<file path="config.mk">
export PLATFORM = sky130hd
export DESIGN_NAME = cv32e40p_obi_credit_adapter
export DESIGN_NICKNAME = d
export VERILOG_FILES = /design/src/rtl/cv32e40p_obi_credit_adapter.sv
export SDC_FILE = /design/constraint.sdc
export NUM_CORES = 1
export LEC_CHECK = 0
export CAP_MARGIN = 20
export CORE_ASPECT_RATIO = 1.5
export CORE_MARGIN = 2
export CORE_UTILIZATION = 46
export CTS_CLUSTER_DIAMETER = 100
export DETAILED_ROUTE_END_ITERATION = 16
export PLACE_DENSITY = 0.92
export SYNTH_ARGS = -nofsm -noshare
export SYNTH_HDL_FRONTEND = slang
export SYNTH_SLANG_ARGS = --single-unit
</file>
<file path="constraint.sdc">
create_clock -name clk -period 5.3 [get_ports clk]
set_input_delay 1.06 -clock clk [delete_from_list [all_inputs] [get_ports clk]]
set_output_delay 1.06 -clock clk [all_outputs]
set_load 0.01 [all_outputs]
</file>
<file path="src/rtl/cv32e40p_obi_credit_adapter.sv">
// Credit-limited OBI master adapter: holds the A channel stable across grant stalls and buffers R responses in order.
// A channel is combinational from trans_* until a stall, then registered; responses appear one cycle after obi_rvalid_i.
module cv32e40p_obi_credit_adapter #(
    parameter int ADDR_WIDTH      = 32,
    parameter int DATA_WIDTH      = 32,
    parameter int MAX_OUTSTANDING = 2,
    parameter int CW              = $clog2(MAX_OUTSTANDING + 1)
) (
    input  logic                    clk,
    input  logic                    rst,

    input  logic                    trans_valid_i,
    output logic                    trans_ready_o,
    input  logic [ADDR_WIDTH-1:0]   trans_addr_i,
    input  logic                    trans_we_i,
    input  logic [DATA_WIDTH-1:0]   trans_wdata_i,
    input  logic [DATA_WIDTH/8-1:0] trans_be_i,
    input  logic [5:0]              trans_atop_i,

    output logic                    resp_valid_o,
    output logic [DATA_WIDTH-1:0]   resp_rdata_o,
    output logic                    resp_err_o,
    input  logic                    resp_ready_i,

    output logic                    obi_req_o,
    input  logic                    obi_gnt_i,
    output logic [ADDR_WIDTH-1:0]   obi_addr_o,
    output logic                    obi_we_o,
    output logic [DATA_WIDTH-1:0]   obi_wdata_o,
    output logic [DATA_WIDTH/8-1:0] obi_be_o,
    output logic [5:0]              obi_atop_o,

    input  logic                    obi_rvalid_i,
    input  logic [DATA_WIDTH-1:0]   obi_rdata_i,
    input  logic                    obi_err_i,

    output logic [CW-1:0]           outstanding_o,
    output logic                    protocol_err_o
);
    localparam int BW = DATA_WIDTH / 8;
    localparam int PW = (MAX_OUTSTANDING > 1) ? $clog2(MAX_OUTSTANDING) : 1;
    localparam logic [CW-1:0] MAX_CNT  = CW'(MAX_OUTSTANDING);
    localparam logic [PW-1:0] LAST_PTR = PW'(MAX_OUTSTANDING - 1);

    typedef enum logic {TRANSPARENT, REGISTERED} state_e;

    state_e                  state_q, state_d;
    logic [CW-1:0]           cnt_q, cnt_d;
    logic [CW-1:0]           occ_q, occ_d;
    logic [PW-1:0]           wptr_q, wptr_d;
    logic [PW-1:0]           rptr_q, rptr_d;
    logic [DATA_WIDTH:0]     mem_q [MAX_OUTSTANDING];
    logic [ADDR_WIDTH-1:0]   addr_q, addr_d;
    logic                    we_q, we_d;
    logic [DATA_WIDTH-1:0]   wdata_q, wdata_d;
    logic [BW-1:0]           be_q, be_d;
    logic [5:0]              atop_q, atop_d;
    logic                    perr_q, perr_d;

    logic                    credit_ok;
    logic                    grant;
    logic                    push;
    logic                    pop;
    logic [CW-1:0]           in_flight;
    logic [DATA_WIDTH:0]     head;

    function automatic logic [PW-1:0] ptr_next(input logic [PW-1:0] p);
        return (p == LAST_PTR) ? '0 : p + PW'(1);
    endfunction

    assign credit_ok = (cnt_q < MAX_CNT);

    // Once stalled, the request is never retracted and must not track trans_* any more.
    always_comb begin
        obi_req_o     = 1'b0;
        trans_ready_o = 1'b0;
        if (!rst) begin
            if (state_q == REGISTERED) begin
                obi_req_o = 1'b1;
            end else begin
                obi_req_o     = trans_valid_i && credit_ok;
                trans_ready_o = credit_ok;
            end
        end
        if (state_q == REGISTERED) begin
            obi_addr_o  = addr_q;
            obi_we_o    = we_q;
            obi_wdata_o = wdata_q;
            obi_be_o    = be_q;
            obi_atop_o  = atop_q;
        end else begin
            obi_addr_o  = trans_addr_i;
            obi_we_o    = trans_we_i;
            obi_wdata_o = trans_wdata_i;
            obi_be_o    = trans_be_i;
            obi_atop_o  = trans_atop_i;
        end
    end

    assign grant          = obi_req_o && obi_gnt_i;
    assign resp_valid_o   = !rst && (occ_q != '0);
    assign pop            = resp_valid_o && resp_ready_i;
    assign in_flight      = cnt_q - occ_q;
    assign push           = obi_rvalid_i && (in_flight != '0);
    assign head           = mem_q[rptr_q];
    assign resp_rdata_o   = resp_valid_o ? head[DATA_WIDTH:1] : '0;
    assign resp_err_o     = resp_valid_o ? head[0] : 1'b0;
    assign outstanding_o  = rst ? '0 : cnt_q;
    assign protocol_err_o = !rst && perr_q;

    always_comb begin
        state_d = state_q;
        addr_d  = addr_q;
        we_d    = we_q;
        wdata_d = wdata_q;
        be_d    = be_q;
        atop_d  = atop_q;
        case (state_q)
            TRANSPARENT: begin
                if (obi_req_o && !obi_gnt_i) begin
                    state_d = REGISTERED;
                    addr_d  = trans_addr_i;
                    we_d    = trans_we_i;
                    wdata_d = trans_wdata_i;
                    be_d    = trans_be_i;
                    atop_d  = trans_atop_i;
                end
            end
            default: begin
                if (obi_gnt_i) state_d = TRANSPARENT;
            end
        endcase
    end

    always_comb begin
        cnt_d = cnt_q;
        case ({grant, pop})
            2'b10:   cnt_d = cnt_q + CW'(1);
            2'b01:   cnt_d = cnt_q - CW'(1);
            default: cnt_d = cnt_q;
        endcase
        occ_d = occ_q;
        case ({push, pop})
            2'b10:   occ_d = occ_q + CW'(1);
            2'b01:   occ_d = occ_q - CW'(1);
            default: occ_d = occ_q;
        endcase
        wptr_d = push ? ptr_next(wptr_q) : wptr_q;
        rptr_d = pop  ? ptr_next(rptr_q) : rptr_q;
        perr_d = obi_rvalid_i && (in_flight == '0);
    end

    always_ff @(posedge clk) begin
        if (rst) begin
            state_q <= TRANSPARENT;
            cnt_q   <= '0;
            occ_q   <= '0;
            wptr_q  <= '0;
            rptr_q  <= '0;
            addr_q  <= '0;
            we_q    <= 1'b0;
            wdata_q <= '0;
            be_q    <= '0;
            atop_q  <= '0;
            perr_q  <= 1'b0;
        end else begin
            state_q <= state_d;
            cnt_q   <= cnt_d;
            occ_q   <= occ_d;
            wptr_q  <= wptr_d;
            rptr_q  <= rptr_d;
            addr_q  <= addr_d;
            we_q    <= we_d;
            wdata_q <= wdata_d;
            be_q    <= be_d;
            atop_q  <= atop_d;
            perr_q  <= perr_d;
        end
    end

    // Storage needs no reset: the read side is masked while the FIFO is empty.
    always_ff @(posedge clk) begin
        if (!rst && push) mem_q[wptr_q] <= {obi_rdata_i, obi_err_i};
    end
endmodule

</file>
# Word-level counts from Yosys, hierarchy flattened
# Memories as Yosys holds them, arrays and structs flattened. A register that Yosys moved wholly into a read port is not among the register bits.
# Index checks and enable logic that the tools add are counted.
# word_totals
regBits,83
mem_bits_rw,66
n_memories,1
out_inout_bits,114
# mem_list
memory,depth,width,read_ports,rd_clocked_by_memory_dff,write_ports,line,source
mem_q,2,33,1,1,1,52,logic [DATA_WIDTH:0] mem_q [MAX_OUTSTANDING];
# op_classes
n_lt_le_gt_ge,1
bitwise_logic,1
add_sub_neg,7
n_eq_ne,4
reduce_logical,17
mux,23
# op_table
op,count
two-way mux 32 bit,3
two-way mux 1 bit,15
logical AND 1 bit,9
one-hot mux 2 bit (2 select lines),2
nonzero test 2 bit,4
two-way mux 6 bit,1
adder 2 x 1 -> 2 bit (second input constant),2
== test 2 x 1 -> 1 bit (second input constant),2
== test 2 bit (second input constant),2
two-way mux 4 bit,1
subtractor 2 x 1 -> 2 bit (second input constant),2
adder 1 bit (second input constant),2
zero test 1 bit,2
zero test 2 bit,1
less-than comparator 2 bit (second input constant),1
two-way mux 2 bit,1
AND reduction 2 bit,1
subtractor 2 bit,1
inverter 1 bit,1

# Longest topological paths before layout
# Gate-level depths: netlist (run 1).
# depth
word_depth,7
ltp_mapped,9
depth_no_buf,7

# Worst setup path before layout (run 1)
# Ideal clock, no wire load.
# synth_path
kind,input-to-reg
from,in rst
to,"mem mem_q[0][0] (netlist name), enable pin"
setup_ns,0.464
path_buffers,2
required_ns,4.836
t_arrival_ns,3.779
path_slack_ns,1.057
stages,3
path_cell_list,clkbuf_1 > buf_1 > nor3_1
# synth_via
elab_chain_cells,4
# synth_rtl
element,line,source
from (decl),10,"input logic rst,"
zero test 1 bit,183,"if (!rst && push) mem_q[wptr_q] <= {obi_rdata_i, obi_err_i};"
logical AND 1 bit,183,
two-way mux 1 bit,183,
two-way mux 1 bit (not written as such),183,
to (decl),52,
# Every way passes these cells.

# Worst setup path after layout (run 1)
# layout_path
from,in trans_valid_i
to,out obi_req_o
# layout_via
elab_chain_cells,3
# layout_rtl
element,line,source
from (decl),12,"input logic trans_valid_i,"
logical AND 1 bit,81,obi_req_o = trans_valid_i && credit_ok;
two-way mux 1 bit,78,if (state_q == REGISTERED) begin
two-way mux 1 bit,77,if (!rst) begin
to (decl),25,"output logic obi_req_o,"
# Every way passes these cells.

==> impl.org, run 1 <==
** Setup path
- In this run the worst path has a maximum fanout of 3.
- The slowest stage of the critical path is the sky130_fd_sc_hd__clkdlybuf4s50_1 cell.
- Worst endpoint data arrival time :: 2.44 ns
- Data required time at the worst endpoint :: 4.24 ns
- Worst Setup Start Kind :: primary input
- Walking the worst path, the cells encountered are clkdlybuf4s50_1, nand2b_1, a21oi_1, clkdlybuf4s50_1.
- The worst setup path is captured at an output port.
- Critical Path Most Common Cell :: sky130_fd_sc_hd__clkdlybuf4s50_1
- In this run the register-to-register setup slack is between 2 and 3 ns.
- Delay of the slowest critical-path stage :: 0.58 ns
- The critical path is of the primary input to output port type.

** Global routing
- The first global-routing pass estimated 26500 µm of wire.
- Initial antenna violation count :: 0
- Entering global routing, the biggest net connects 80 pins.
- Congestion Overflow GR :: 0
- Across every metal layer, demand over resource in global routing totals 0.218.
- Number of global-route vias before repair :: 5436

** Placement
- In this run the tool buffered the top-level ports with between 200 and 250 buffer cells.
- # placed instances :: 988
- Detail Placement HPWL :: 11300 µm
- Worst slack at placement :: 1.81 ns
- At the end of routability-driven placement, the weighted congestion stood at about 0.74.

** Timing
- In the finished design, the share of the clock period the worst path needs comes to 0.661.
- In the final timing run, aggregate negative setup slack is 0 ns.
- The smallest clock period supported by the final layout is computed as ~3.5 ns.
- Setup repair after global routing left no endpoint under its margin.
- Count of endpoints failing setup in the final report :: 0
- Between clock sinks in the finished design, the worst skew comes to 0.00834 ns.
- Measured against its own limit, the worst slew margin works out to 0.302.
- Achievable Freq :: 285 MHz
- For the pin with the worst max-slew slack, the measured transition is about 1.0 ns.
- Setup slack of the critical path after layout :: between 1.5 and 2 ns
- Hold violation total from the final report :: 0
- The number of pins with negative max-slew slack in the final report came to 0.

** Floorplan
- The initial utilization of the core area, before any placement, comes to 0.473.
- The floorplan has 53 rows.
- Floorplan die height :: 152 µm
- The region available for standard cell placement spans 14100 µm².
- Floorplan die width :: 102 µm
- The die covers 15500 µm².
- Count of boundary I/O pins :: 228

** Clock tree
- Once the clock tree was built, the resizer swapped 0 gates to a different size.
- In this run the deepest clock path goes through 2 buffers.
- Clock tree from TritonCTS :: built
- Counting the buffers created by CTS gives 17.
- In this run the clock root is driven by a sky130_fd_sc_hd__clkbuf_16.
- Clock tree synthesis found a total of 150 sinks.
- After clock tree synthesis, the flow added hold-fix buffers numbering 0.
- H-Tree Level Count :: 4
- Once the clock tree was built, the setup fixing pass inserted 0 buffers.
- Insertion delay to the later sink of the worst-skew pair :: 0.41 ns
- Clock edge transition at the registers on the reported setup and hold paths :: 0.06 ns

** Synth
- Cell taking the most area after synthesis :: sky130_fd_sc_hd__edfxtp_1
- Yosys warnings :: 0
- Gate Count Post-Synth :: 618
- Area fraction of the dominant cell type after synthesis :: 0.297
- Netlist cell types :: 30
- Synth Register Bits :: 150
- Area contributors post-synth :: sky130_fd_sc_hd__edfxtp_1 (30%), sky130_fd_sc_hd__dfxtp_1 (25%), sky130_fd_sc_hd__mux2_2 (13%)
- Mapped cell area :: 6680 µm²
- Post-synthesis sequential area ratio :: 0.549
- After synthesis, the mean cell area works out to roughly 11 µm².
- When the netlist entered floorplanning its net count stood at 734.

** Drt
- The first routing iteration left roughly 300 violations.
- In the final routed layout, each cell accounts on average for 16.8 µm.
- After detailed routing, the number of vias per cell comes to 5.50.
- Wirelength, routed :: ~17000 µm
- Number of remaining DRC errors :: 0
- Via count :: approximately 5600
- Final ANT Viol Nets :: 0
- The first detailed-routing pass took 5 iterations.

** Finish
- The area growth from synthesis to layout is 43.7%.
- The final layout contains roughly 930 nets.
- Diode insertion count for antenna repair :: 0
- Non-filler cells in the finished layout :: approximately 1000
- Of the cells placed in the final design, the portion with a size suffix greater than 1 is 0.153.

** Run
- Across the run, the number of max-cap violations was 0.

** Power and ir drop
- For this design the static power due to leakage is 3.20 nW.
- Worst IR drop on VDD :: between 0.0002 and 0.00025 V
- Total power density per cell area :: 331 nW/µm²

** Hold path
- The min-delay analysis places its worst path in the category flop to flop.

** Outcome
- Result of the run :: finished, final reports clean
-- worst paths after layout --
path,start,endpoint,cells after the start
min,addr_q[28],addr_q[28],2
max reg2reg,state_q,cnt_q[1],6
max,trans_valid_i,obi_req_o,4
min reg2reg,addr_q[28],addr_q[28],2
-- worst max-delay path, delay by kind of cell --
kind / cells / cell delay [ns]
simple gates: 1 / 0.06
buf+inv: 2 / 1.09
compound gates: 1 / 0.23
-- report_power, final --
part / leakage, nW / switching, W / internal (W)
logic: 1.62 / 0.000251 / 0.000322
clock network: 0.300 / 0.000496 / 0.000756
registers: 1.28 / 0.0000612 / 0.00129
-- cell type report --
type | instances | area (µm²)
inverters | 4 | 15.0
multi-input cells | 406 | 2720
clock buffers | 17 | 425
repair buffers | 236 | 2330
flip-flops and latches | 150 | 3670
clock inverters | 15 | 193
fillers | 1020 | 4530
well taps | 192 | 240
-- stage by stage --
step	hold WS [ns]	utilization	instance area (µm²)	power (W)
finish	0.473	0.679	9600	0.00317
global route	0.499	0.679	9600	0.00331
CTS	0.475	0.679	9600	0.00321
detailed placement	0.466	0.636	8980	0.00195
global placement	0.458	0.636	8980	0.00194
floorplan	0.450	-	6680	0.00166
-- layer usage --
metal,wire length [µm],GRT usage
met5,0,0
met1,6570,0.249
met3,1060,0.0573
met4,468,0.0860
met2,9050,0.383
-- registers in the layout, summed over array words and instances (netlist names), named ones only --
name     count
mem_q       66
addr_q      32
wdata_q     32
atop_q       6
be_q         4
cnt_q        2
occ_q        2
perr_q       1
rptr_q       1
state_q      1
we_q         1
wptr_q       1
-- cell families after synthesis --
group	Yosys count	share of synthesized area
muxes	109	0.178
buffers and inverters	62	0.0459
adders and majority gates	2	0.00375
DFF	150	0.549
and+or+nand+nor	129	0.0950
xor gates and xnor gates	6	0.00787
AOI/OAI and AO/OA	160	0.121
-- placed cells by master, fill, tap and decap left out, drive strengths merged, types with 3 or more instances in the layout --
cell	instances
a21oi	80
buf	11
bufinv	3
clkbuf	17
clkdlybuf4s50	225
dfxtp	84
edfxtp	66
inv	12
mux2	76
mux2i	33
nand3	75
nor2	37
nor2b	4
o21ai	78
or3	3
xnor2	4
-- Yosys cell counts (all sizes together) --
library cell	n
mux2	76
edfxtp	66
clkbuf	30
o21bai	1
a21bo	1
nand2	2
and4b	1
xnor2	4
or3	3
ha	2
xor2	2
inv	4
nand2b	1
buf	28
nor3	2
nor2	37
a21oi	80
or4b	1
nor2b	4
and2	1
nor3b	1
dfxtp	84
o21ai	78
mux2i	33
nand3	75
nor4b	1
Note: power is estimated with default switching activity, not from simulation.
==> inputs of run 2 (changes only) <==
--- a/config.mk
+++ b/config.mk
@@ -8,10 +8,10 @@
 export CAP_MARGIN = 20
 export CORE_ASPECT_RATIO = 1.5
 export CORE_MARGIN = 2
-export CORE_UTILIZATION = 46
+export CORE_UTILIZATION = 41
 export CTS_CLUSTER_DIAMETER = 100
 export DETAILED_ROUTE_END_ITERATION = 16
-export PLACE_DENSITY = 0.92
+export PLACE_DENSITY = 0.87
 export SYNTH_ARGS = -nofsm -noshare
 export SYNTH_HDL_FRONTEND = slang
 export SYNTH_SLANG_ARGS = --single-unit
==> constraint.sdc (replaced) <==
create_clock -name clk -period 3.2 [get_ports clk]
set_input_delay 0.64 -clock clk [delete_from_list [all_inputs] [get_ports clk]]
set_output_delay 0.64 -clock clk [all_outputs]
set_load 0.01 [all_outputs]
==> impl.org, run 2 (synthesis results as in run 1) <==
** Outcome
- The run finished with clean final reports.

** Floorplan
- Floorplan die height :: 160 µm
- The core region is 16000 µm².
- The die is 108 µm wide.
- Cell Rows :: 57
- For this configuration, the core starts out at a cell density of 0.416.
- Count of boundary I/O pins :: 228
- Area of the die :: between 15000 and 20000 µm²

** Setup path
- Category of the worst setup path capture point :: output port
- By startpoint and endpoint, the worst setup path is classified as flop to output port.
- Biggest fanout along the worst timing path :: 19
- Worst endpoint data arrival time :: about 2.1 ns
- The worst setup path is launched from a flop.
- The startpoint identified for the worst register-to-register timing path is state_q.
- Data required time at the worst endpoint :: 2.56 ns

** Clock tree
- In this run the number of H-tree levels came out at 4.
- After clock tree synthesis, the repair step resized 0 gates.
- Clock tree from TritonCTS :: built
- After clock tree synthesis, the clock-pin slew on the worst setup and hold paths is 0.06 ns.
- Counting the buffers created by CTS gives 17.
- Max Buffers Root-to-Sink :: 2
- After clock tree synthesis, the flow added hold-fix buffers numbering 0.
- Insertion delay to the later sink of the worst-skew pair :: 0.41 ns
- Counting every sink on the clock net gives 150.
- Clock root cell :: sky130_fd_sc_hd__clkbuf_16
- Buffer count from post-CTS setup fixing :: 0

** Run
- Max-cap viol count :: 0

** Drt
- The pre-antenna-repair detailed-routing pass consisted of 4 iterations.
- Final ANT Viol Nets :: 0
- The routed design has 17200 µm of wire.
- Number of remaining DRC errors :: 0
- After detailed routing, the average wire length per cell comes to 16.6 µm.
- DR vias/cell :: 5.33
- For this block, the via count after detailed routing is 5516.
- The detailed router finished its first iteration with 293 violations.

** Power and ir drop
- Switching component of the power :: between 0.001 and 0.0015 W
- Combinational cell fraction of total power :: 0.190
- Worst IR drop on VDD :: 0.000359 V
- Leakage :: 3.21 nW
- Cell-internal power :: 0.00387 W
- Dividing total power by cell area gives a power density of 543 nW/µm².
- Of the total power, the share spent switching nets is 0.264.
- Part of the total power dissipated in sequential elements :: 0.419
- Clk network pwr share :: 0.392

** Finish
- Most common library cell in the layout ignoring fill and taps :: sky130_fd_sc_hd__clkdlybuf4s50_1
- The net count of the finished layout is 932.
- In the final layout, the share of cells above drive strength 1 is 0.153.
- Multi-input logic area :: 2730 µm²
- Leaving out fill and tap cells, the most frequent cells in the layout are sky130_fd_sc_hd__clkdlybuf4s50_1 (225), sky130_fd_sc_hd__dfxtp_1 (82), sky130_fd_sc_hd__a21oi_1 (80).
- The area growth from synthesis to layout is 44.9%.
- The register with the most flip-flops in the final layout is mem_q.
- Across the whole layout, storage elements account for around 3700 µm².
- Diode insertion count for antenna repair :: 0
- Max FFs per register :: 66
- Fin area :: 9680 µm²
- Largest registers ranked by flip-flop count :: mem_q (66), addr_q (32), wdata_q (32)
- Fillers :: ~1300

** Timing
- At the pin with the least slew margin, the transition time is between 0.8 and 0.9 ns.
- The hold violation count in the final report is 0.
- For the finished layout, the period the worst path requires is 2.72 ns.
- For this run, the top clock speed supported by timing is 367 MHz.
- Worst Clk Skew :: 0.0109 ns
- Total count of max-transition violations in the final report :: 0
- Final cycle utilization of the critical path :: 0.851
- Unrepaired setup endpoints after global routing :: false
- Minimum hold slack :: 0.472 ns
- Setup total negative slack on the finished layout was measured at 0 ns.
- Relative max-transition margin :: 0.412
- Count of endpoints failing setup in the final report :: 0

** Placement
- Placed Area :: 9060 µm²
- Once detailed placement completed, the half-perimeter wirelength came to 11100 µm.
- Input and output buffers added on the ports amount to 227.
- Global placer's final weighted congestion :: approximately 0.78

** Global routing
- For this run, global-route usage on met3 was measured as 0.0482.
- Initial antenna violation count :: 0
- For this run, the total global-route usage over all layers was measured as 0.194.
- For met1 alone, demand over resource in global routing was 0.213.
- GR peak layer :: met2
- Number of global-route vias before repair :: around 5400
- Maximum number of pins on one net before global-route repair :: 80
- The first global-routing pass estimated 26700 µm of wire.
- Congestion Overflow GR :: 0
- For met2 alone, demand over resource in global routing was 0.349.

** Hold path
- Classification of the worst-slack hold path :: flop to flop
- The worst hold path begins at atop_q[1].
run 2: cell count changes in the layout (fill, tap and decap cells not counted), sizes merged:
cell / delta
inv: -1
bufinv: -1
buf: +1
clkbuf: +1
clkinv: +3
clkinvlp: -2
run 2: final timing paths:
check | endpoint | slack, ns | depth (start not counted)
max | resp_rdata_o[10] | 0.48 | 4
max reg2reg | addr_q[19] | 1.14 | 4
min reg2reg | atop_q[1] | 0.47 | 2
min | atop_q[1] | 0.47 | 2
run 2: cell type report:
class	count	share of cell area
inverters	4	0.00155
well taps	206	0.0266
clock inverters	14	0.0191
flip-flops and latches	150	0.379
clock buffers	18	0.0444
multi-input cells	406	0.282
repair buffers	237	0.247
run 2: power by group through the flow:
stage	clock network, W	registers [W]	logic (W)
2_1_floorplan	0	0.00221	0.000533
3_3_place_gp	0	0.00224	0.000991
3_5_place_dp	0	0.00224	0.00100
4_1_cts	0.00211	0.00220	0.00101
5_1_grt	0.00220	0.00221	0.00108
6_report	0.00206	0.00220	0.000998
run 2: per-layer routing:
| layer | wire [µm] | part of all wire | vias to the layer above |
|---|---|---|---|
| met5 | 0 | 0 | - |
| met4 | 446 | 0.026 | 0 |
| met3 | 1000 | 0.058 | 28 |
| met2 | 8960 | 0.52 | 194 |
| met1 | 6770 | 0.39 | 2638 |
| li1 | - | - | 2656 |
run 2: through the flow:
stage / util / cells / power [W] / setup WS (ns)
2_1_floorplan: - / 618 / 0.00275 / 0.404
3_3_place_gp: 0.565 / 1003 / 0.00323 / 0.574
3_5_place_dp: 0.565 / 1003 / 0.00325 / 0.533
4_1_cts: 0.603 / 1035 / 0.00533 / 0.410
5_1_grt: 0.603 / 1035 / 0.00549 / 0.365
6_report: 0.603 / 1035 / 0.00526 / 0.478
run 2: worst max-delay path: stages, from the launching register on:
cell and delay, ns:
sky130_fd_sc_hd__dfxtp_2 0.62, sky130_fd_sc_hd__buf_12 0.24, sky130_fd_sc_hd__mux2i_1 0.24, sky130_fd_sc_hd__nor2_1 0.06, sky130_fd_sc_hd__clkdlybuf4s50_1 0.49
